$ cat src/rtl/dlx_hazard_ctrl.sv
// dlx_hazard_ctrl: hazard and sequencing controller for the 5-stage DLX pipeline.
// Generates the load-use interlock (LOAD_WAIT stall cycles), the branch flush
// sequence (FLUSH_CYCLES) and the EX-stage operand forwarding selects.
// Optional performance counters are built only when DLX_HAZ_PERF_CNT_EN is defined;
// otherwise stall_cnt/flush_cnt are tied to zero.
`timescale 1ns/1ps

module dlx_hazard_ctrl #(
  parameter int unsigned LOAD_WAIT    = 1,      // 1..7
  parameter int unsigned FLUSH_CYCLES = 2,      // 1..3
  parameter logic [5:0]  OP_LW        = 6'h23,
  parameter logic [5:0]  OP_SW        = 6'h2B,
  parameter logic [5:0]  OP_BEQZ      = 6'h04,
  parameter logic [5:0]  OP_BNEZ      = 6'h05
) (
  input  logic        clock,
  input  logic        reset,
  input  logic [31:0] ir_id,
  input  logic [31:0] ir_ex,
  input  logic [31:0] ir_mem,
  input  logic [31:0] ir_wb,
  input  logic        branch_en,
  output logic        stall_if,
  output logic        bubble_ex,
  output logic        flush_id,
  output logic [1:0]  fwd_a,
  output logic [1:0]  fwd_b,
  output logic        busy,
  output logic [15:0] stall_cnt,
  output logic [15:0] flush_cnt
);

  localparam logic [5:0] OP_RTYPE     = 6'h00;
  localparam logic [5:0] OP_J         = 6'h02;
  localparam logic [2:0] LOAD_RELOAD  = 3'(LOAD_WAIT - 1);
  localparam logic [2:0] FLUSH_RELOAD = 3'(FLUSH_CYCLES - 1);

  localparam logic [1:0] SEL_REGFILE  = 2'b00;
  localparam logic [1:0] SEL_EXMEM    = 2'b01;
  localparam logic [1:0] SEL_MEMWB    = 2'b10;

  typedef enum logic [1:0] {
    ST_RUN    = 2'd0,
    ST_LSTALL = 2'd1,
    ST_FLUSH  = 2'd2
  } state_t;

  // Destination register written by an instruction; 0 means "writes nothing",
  // which also makes r0 destinations invisible to every comparison below.
  function automatic logic [4:0] dest_of(input logic [31:0] ir);
    logic [5:0] op;
    op = ir[31:26];
    if (ir == 32'h0 || op == OP_SW || op == OP_BEQZ || op == OP_BNEZ || op == OP_J)
      dest_of = 5'd0;
    else if (op == OP_RTYPE)
      dest_of = ir[15:11];
    else
      dest_of = ir[20:16];
  endfunction

  function automatic logic uses_rs1(input logic [5:0] op);
    uses_rs1 = (op != OP_J);
  endfunction

  function automatic logic uses_rs2(input logic [5:0] op);
    uses_rs2 = (op == OP_RTYPE) || (op == OP_SW) || (op == OP_BEQZ) || (op == OP_BNEZ);
  endfunction

  logic [4:0]      ex_dest, mem_dest, wb_dest;
  logic            ex_is_load, mem_is_load, load_use;
  logic [1:0]      lu_hit;
  logic [1:0][1:0] fwd_sel;
  logic            unused_id_bits;

  assign ex_dest        = dest_of(ir_ex);
  assign mem_dest       = dest_of(ir_mem);
  assign wb_dest        = dest_of(ir_wb);
  assign ex_is_load     = (ir_ex[31:26] == OP_LW);
  assign mem_is_load    = (ir_mem[31:26] == OP_LW);
  assign unused_id_bits = &{1'b0, ir_id[15:0]};

  // Per-operand source decode: operand 0 is rs1 [25:21], operand 1 is rs2 [20:16].
  genvar gi;
  generate
    for (gi = 0; gi < 2; gi++) begin : g_opnd
      logic [4:0] id_src;
      logic [4:0] ex_src;
      logic       id_use;
      logic       ex_use;
      logic [1:0] sel;

      if (gi == 0) begin : g_rs1
        assign id_src = ir_id[25:21];
        assign ex_src = ir_ex[25:21];
        assign id_use = uses_rs1(ir_id[31:26]);
        assign ex_use = uses_rs1(ir_ex[31:26]);
      end else begin : g_rs2
        assign id_src = ir_id[20:16];
        assign ex_src = ir_ex[20:16];
        assign id_use = uses_rs2(ir_id[31:26]);
        assign ex_use = uses_rs2(ir_ex[31:26]);
      end

      // Load-use candidate: this ID operand reads the register the EX load writes.
      assign lu_hit[gi] = id_use && (ex_dest != 5'd0) && (id_src == ex_dest);

      // Forwarding select: youngest producer (EX/MEM) wins, except a load whose
      // data is not ready until it reaches MEM/WB.
      always_comb begin
        sel = SEL_REGFILE;
        if (ex_use && (ex_src != 5'd0)) begin
          if (!mem_is_load && (mem_dest == ex_src))
            sel = SEL_EXMEM;
          else if (wb_dest == ex_src)
            sel = SEL_MEMWB;
        end
      end

      assign fwd_sel[gi] = sel;
    end
  endgenerate

  assign load_use = ex_is_load && (|lu_hit);
  assign fwd_a    = fwd_sel[0];
  assign fwd_b    = fwd_sel[1];

  state_t     state_q, state_d;
  logic [2:0] cnt_q, cnt_d;

  // Next-state and pipeline-control decode; branch takes priority over load-use in RUN.
  always_comb begin
    state_d   = state_q;
    cnt_d     = cnt_q;
    stall_if  = 1'b0;
    bubble_ex = 1'b0;
    flush_id  = 1'b0;
    case (state_q)
      ST_RUN: begin
        if (branch_en) begin
          flush_id  = 1'b1;
          bubble_ex = 1'b1;
          if (FLUSH_CYCLES > 1) begin
            state_d = ST_FLUSH;
            cnt_d   = FLUSH_RELOAD;
          end
        end else if (load_use) begin
          stall_if  = 1'b1;
          bubble_ex = 1'b1;
          if (LOAD_WAIT > 1) begin
            state_d = ST_LSTALL;
            cnt_d   = LOAD_RELOAD;
          end
        end
      end
      ST_LSTALL: begin
        // EX holds a bubble here, so a branch_en cannot be genuine and is ignored.
        stall_if  = 1'b1;
        bubble_ex = 1'b1;
        if (cnt_q <= 3'd1) begin
          state_d = ST_RUN;
          cnt_d   = 3'd0;
        end else begin
          cnt_d = cnt_q - 3'd1;
        end
      end
      ST_FLUSH: begin
        flush_id  = 1'b1;
        bubble_ex = 1'b1;
        if (branch_en) begin
          cnt_d = FLUSH_RELOAD;
        end else if (cnt_q <= 3'd1) begin
          state_d = ST_RUN;
          cnt_d   = 3'd0;
        end else begin
          cnt_d = cnt_q - 3'd1;
        end
      end
      default: begin
        state_d = ST_RUN;
        cnt_d   = 3'd0;
      end
    endcase
  end

  // State and wait-counter registers; reset aborts any stall or flush sequence.
  always_ff @(posedge clock) begin
    if (!reset) begin
      state_q <= ST_RUN;
      cnt_q   <= 3'd0;
    end else begin
      state_q <= state_d;
      cnt_q   <= cnt_d;
    end
  end

  assign busy = (state_q != ST_RUN);

`ifdef DLX_HAZ_PERF_CNT_EN
  logic [15:0] stall_cnt_q, stall_cnt_d;
  logic [15:0] flush_cnt_q, flush_cnt_d;

  // Saturating event counters for stall and flush cycles.
  always_comb begin
    stall_cnt_d = stall_cnt_q;
    flush_cnt_d = flush_cnt_q;
    if (stall_if && (stall_cnt_q != 16'hFFFF))
      stall_cnt_d = stall_cnt_q + 16'd1;
    if (flush_id && (flush_cnt_q != 16'hFFFF))
      flush_cnt_d = flush_cnt_q + 16'd1;
  end

  // Counter registers, cleared by reset.
  always_ff @(posedge clock) begin
    if (!reset) begin
      stall_cnt_q <= 16'h0;
      flush_cnt_q <= 16'h0;
    end else begin
      stall_cnt_q <= stall_cnt_d;
      flush_cnt_q <= flush_cnt_d;
    end
  end

  assign stall_cnt = stall_cnt_q;
  assign flush_cnt = flush_cnt_q;
`else
  assign stall_cnt = 16'h0;
  assign flush_cnt = 16'h0;
`endif

endmodule

$ cat config.mk
export PLATFORM = sky130hd
export DESIGN_NAME = dlx_hazard_ctrl
export DESIGN_NICKNAME = d
export VERILOG_FILES = /design/src/rtl/dlx_hazard_ctrl.sv
export SDC_FILE = /design/constraint.sdc
export NUM_CORES = 1
export LEC_CHECK = 0
export ABC_AREA = 1
export CAP_MARGIN = 40
export CORE_MARGIN = 3
export CORE_UTILIZATION = 37
export DETAILED_ROUTE_END_ITERATION = 12
export GPL_TIMING_DRIVEN = 0
export PLACE_DENSITY_LB_ADDON = 0.3
export SETUP_SLACK_MARGIN = 0.5
export SLEW_MARGIN = 20
export SYNTH_ARGS = -nofsm -noshare
export SYNTH_HDL_FRONTEND = slang
export SYNTH_SLANG_ARGS = --single-unit
export TNS_END_PERCENT = 30
$ cat constraint.sdc
create_clock -name clock -period 3.87 [get_ports clock]
set_input_delay 0.774 -clock clock [delete_from_list [all_inputs] [get_ports clock]]
set_output_delay 0.774 -clock clock [all_outputs]
set_load 0.03 [all_outputs]
==> run_results.csv <==
group,metric,value,unit
cells_and_area,multiInputGateArea,1910,um^2
global_route,antenna_found_initial,0,
job,max-cap-violations,0,
cells_and_area,register_area,80.1,um^2
worst_setup_path,cp_slowest_stage_delay,270,ps
power,seqPwrFrac,8.6,%
detailed_routing,drtIter0Drc,249,
sta,hold_violations,0,
floorplan,core.rowCount,26,
clocking,clock_latency,210,ps
global_route,gr-total-overflow,0,
power,vdd_drop_max,0.000182,V
worst_setup_path,cp-end-kind,"output port",
worst_setup_path,reg2reg_to,"cnt_q[2]",
floorplan,start_util,39.9,%
worst_setup_path,path_class,"in -> out",
synthesis,synth-warning-count,0,
placed_design,numPortBuffers,122,
synthesis,netlist_instances,412,
sta,max_freq,286,MHz
floorplan,coreArea,5340,um^2
placed_design,placedCellCount,635,
synthesis,synth_top_flop_cell,"dfxtp_1",
power,intPower,0.296,mW
worst_setup_path,worstSetupPathDepth,13,
power,leakagePower,2.72,nW
cells_and_area,instances_no_fill,683,
detailed_routing,ant_nets,0,
synthesis,syn_area_per_cell,5.17,um^2
detailed_routing,viasPerCell,4.99,
worst_setup_path,slowest_stage,"dlygate4sd2_1",
clocking,root_buffer,"clkbuf_8",
cells_and_area,drive_gt1_share,32.8,%
power,cellPowerDensity,122,nW/um^2
worst_setup_path,cp.arrival,2720,ps
cells_and_area,area_growth,102,%
status,status,"complete, no violations",
floorplan,die_h,81.9,um
clocking,clkTransAtPathRegs,30,ps
clocking,cts_buffers,3,
synthesis,synth.distinct_cells,37,
detailed_routing,wl,9240,um
hold_path,min_path_type,"reg -> reg",
cells_and_area,final_core_util,80.6,%
cells_and_area,nets,747,
sta,rsz0062_at_grt,"true",
clocking,cts_buffer_depth,2,
synthesis,ys_async_sr_fraction,0,%
placed_design,dp_hpwl,5970,um
power,switching_share,43.4,%
synthesis,synth_edf_count,0,
worst_setup_path,cp.required,3100,ps
hold_path,hold_path_end,"cnt_q[1]",
floorplan,die-area,6700,um^2
synthesis,synth_seq_cells,4,
synthesis,netlist_area,2130,um^2
worst_setup_path,crit_buf_inv,3,
global_route,grt_pass1_vias,3002,
worst_setup_path,cp_max_fo,10,
synthesis,ys_seq_area_share,3.76,%
worst_setup_path,r2r_start,"cnt_q[1]",
power,p_clk_share,16.4,%
cells_and_area,n_fill_cell,346,
sta,min_period_over_period,90.4,%
worst_setup_path,r2r_cells,7,
power,power.total,0.523,mW
hold_path,min_from,"cnt_q[1]",
sta,skew,0.244,ps
global_route,grt_pass1_wl,11900,um
sta,slew_viol_final,0,
floorplan,io_pins,171,
detailed_routing,drc,0,
worst_setup_path,cp_top_family,"simple AND/OR/NAND/NOR gates",
clocking,cts.sinks,4,
detailed_routing,drt-pass1-iter-count,5,
sta,timing.hold.ws,479,ps
worst_setup_path,crit_path_cell_trace,"dlygate4sd2_1 > nor3b_1 > nand3_1 > nand3_1 > nand2_1 > buf_2 > nand3_2 > nand2_1 > nand2_1 > nor2_1 > nand3_1 > nor2_1 > buf_4",
floorplan,fp.dieW,81.9,um
global_route,grt.total_usage,21.3,%
global_route,grt_max_degree,11,
worst_setup_path,critPathLaunchType,"primary input",
sta,fin_crit,3500,ps
placed_design,gp_congestion,0.825,
clocking,htreeDepth,1,
detailed_routing,wl_per_cell,13.5,um
worst_setup_path,r2r_setup_slack,2510,ps
clocking,cts_tree,"done",
sta,setup_tns,0,ps
detailed_routing,num_vias,3409,
power,power_frac_comb,75.0,%
sta,setup_viol,0,
power,switching_power,0.227,mW
hold_path,holdPathStages,2,
[routing by layer]
layer	track usage, %	routed length (um)	vias up
met5	0	0	-
met4	5.48	319	0
met3	3.73	746	46
met2	41.4	4870	191
met1	23.4	3300	1517
li1	-	-	1655
[tightest hold or removal path: cells and delay by family (launching register included)]
kind,cells,cell delay (ps)
AOI/OAI and AO/OA,1,60
DFF,1,300
and+or+nand+nor,1,60
[through the flow]
| stage | worst slack (ps) | cell area [um^2] |
|---|---|---|
| after floorplan | 864 | 2250 |
| after global placement | -219 | 3550 |
| after detailed placement | -223 | 3550 |
| after CTS | 479 | 3800 |
| after global routing | 314 | 4300 |
| final | 373 | 4300 |
[state kept, by name, summed over array words and instances (netlist names)]
name / cells
cnt_q: 3
state_q: 1
[logic make-up (layout without fill, tap and decap cells)]
kind of cell | count (synthesis) | count (layout) | share of synthesized area, %
buffers and inverters | 107 | 276 | 25.7
AND/OR/NAND/NOR | 266 | 266 | 58.8
XOR/XNOR | 1 | 1 | 0.411
other | 1 | 33 | 0.176
AO/OA/AOI/OAI | 31 | 31 | 9.99
adder cells (fa/ha/maj) | 2 | 2 | 1.17
flip-flops | 4 | 4 | 3.76
[cell type report]
cell class	count	share of cell area, %
inverters	67	5.85
clock buffers	3	0.960
repair buffers	166	37.2
flip-flops and latches	4	1.86
plain buffers	40	7.62
multi-input cells	332	44.4
well taps	70	2.04
diodes	1	0.0582
[synth_stat cells, types with 3 or more instances]
| master | instances | area [um^2] |
|---|---|---|
| buf_2 | 5 | 25.0 |
| nand2_1 | 107 | 402 |
| nand3_1 | 33 | 165 |
| nor3_1 | 3 | 15.0 |
| inv_1 | 65 | 244 |
| dfxtp_1 | 4 | 80.1 |
| o21ai_0 | 5 | 25.0 |
| o21ai_1 | 4 | 20.0 |
| nor2_1 | 68 | 255 |
| nor3_2 | 3 | 30.0 |
| o21ai_2 | 9 | 78.8 |
| nor2_2 | 6 | 37.5 |
| a21oi_2 | 3 | 26.3 |
| a21oi_1 | 4 | 20.0 |
| nand2_2 | 4 | 25.0 |
| buf_4 | 33 | 248 |
| nand4_1 | 29 | 181 |
[power by group through the flow]
| stage | clock network (mW) | logic, mW | registers [mW] |
|---|---|---|---|
| floorplan | 0 | 0.186 | 0.0463 |
| CTS | 0.0897 | 0.351 | 0.0448 |
| detailed placement | 0 | 0.343 | 0.0453 |
| global placement | 0 | 0.337 | 0.0452 |
| finish | 0.0857 | 0.392 | 0.0448 |
| global route | 0.0916 | 0.424 | 0.0450 |
[what timing repair did]
item,in CTS,in global routing
gates resized for setup,102,147
hold buffers,0,0
setup buffers,10,28
pin swaps,19,79
cloned,4,2
endpoints found under the setup margin,6,6
endpoints found under the hold margin,0,0
[how the worst max path moves through the flow]
stage | slack, ps | startpoint | to
after floorplan | 860 | ir_wb[29] | fwd_a[1]
after global placement | -220 | ir_ex[20] | stall_if
after detailed placement | -220 | ir_ex[20] | stall_if
after CTS | 480 | ir_ex[15] | stall_if
after global routing | 310 | ir_wb[31] | fwd_b[1]
final | 370 | ir_wb[31] | fwd_b[1]
[placed cells by master (no fill, tap or decap), types with 2 or more instances in the layout]
master / instances
nand2_1: 101
clkbuf_8: 3
nand3_2: 7
clkbuf_2: 19
o21ai_2: 2
dlymetal6s2s_1: 55
nor2_2: 16
dfxtp_1: 4
buf_2: 5
nand4_1: 29
nor3_4: 3
inv_2: 20
clkdlybuf4s50_1: 38
dlygate4sd2_1: 2
o21ai_1: 3
nor2_1: 54
a31oi_1: 2
nand2_4: 2
a21oi_1: 4
ha_1: 2
a21oi_2: 2
nand3_4: 8
o21bai_1: 2
conb_1: 32
nand3_1: 20
nand4_2: 2
clkdlybuf4s15_1: 2
o21ai_4: 8
buf_6: 10
nor2_4: 6
nor3_2: 2
nand3b_1: 2
nand2_2: 9
buf_4: 73
o21ai_0: 5
inv_1: 46
Power figures use the tool's default switching activity.
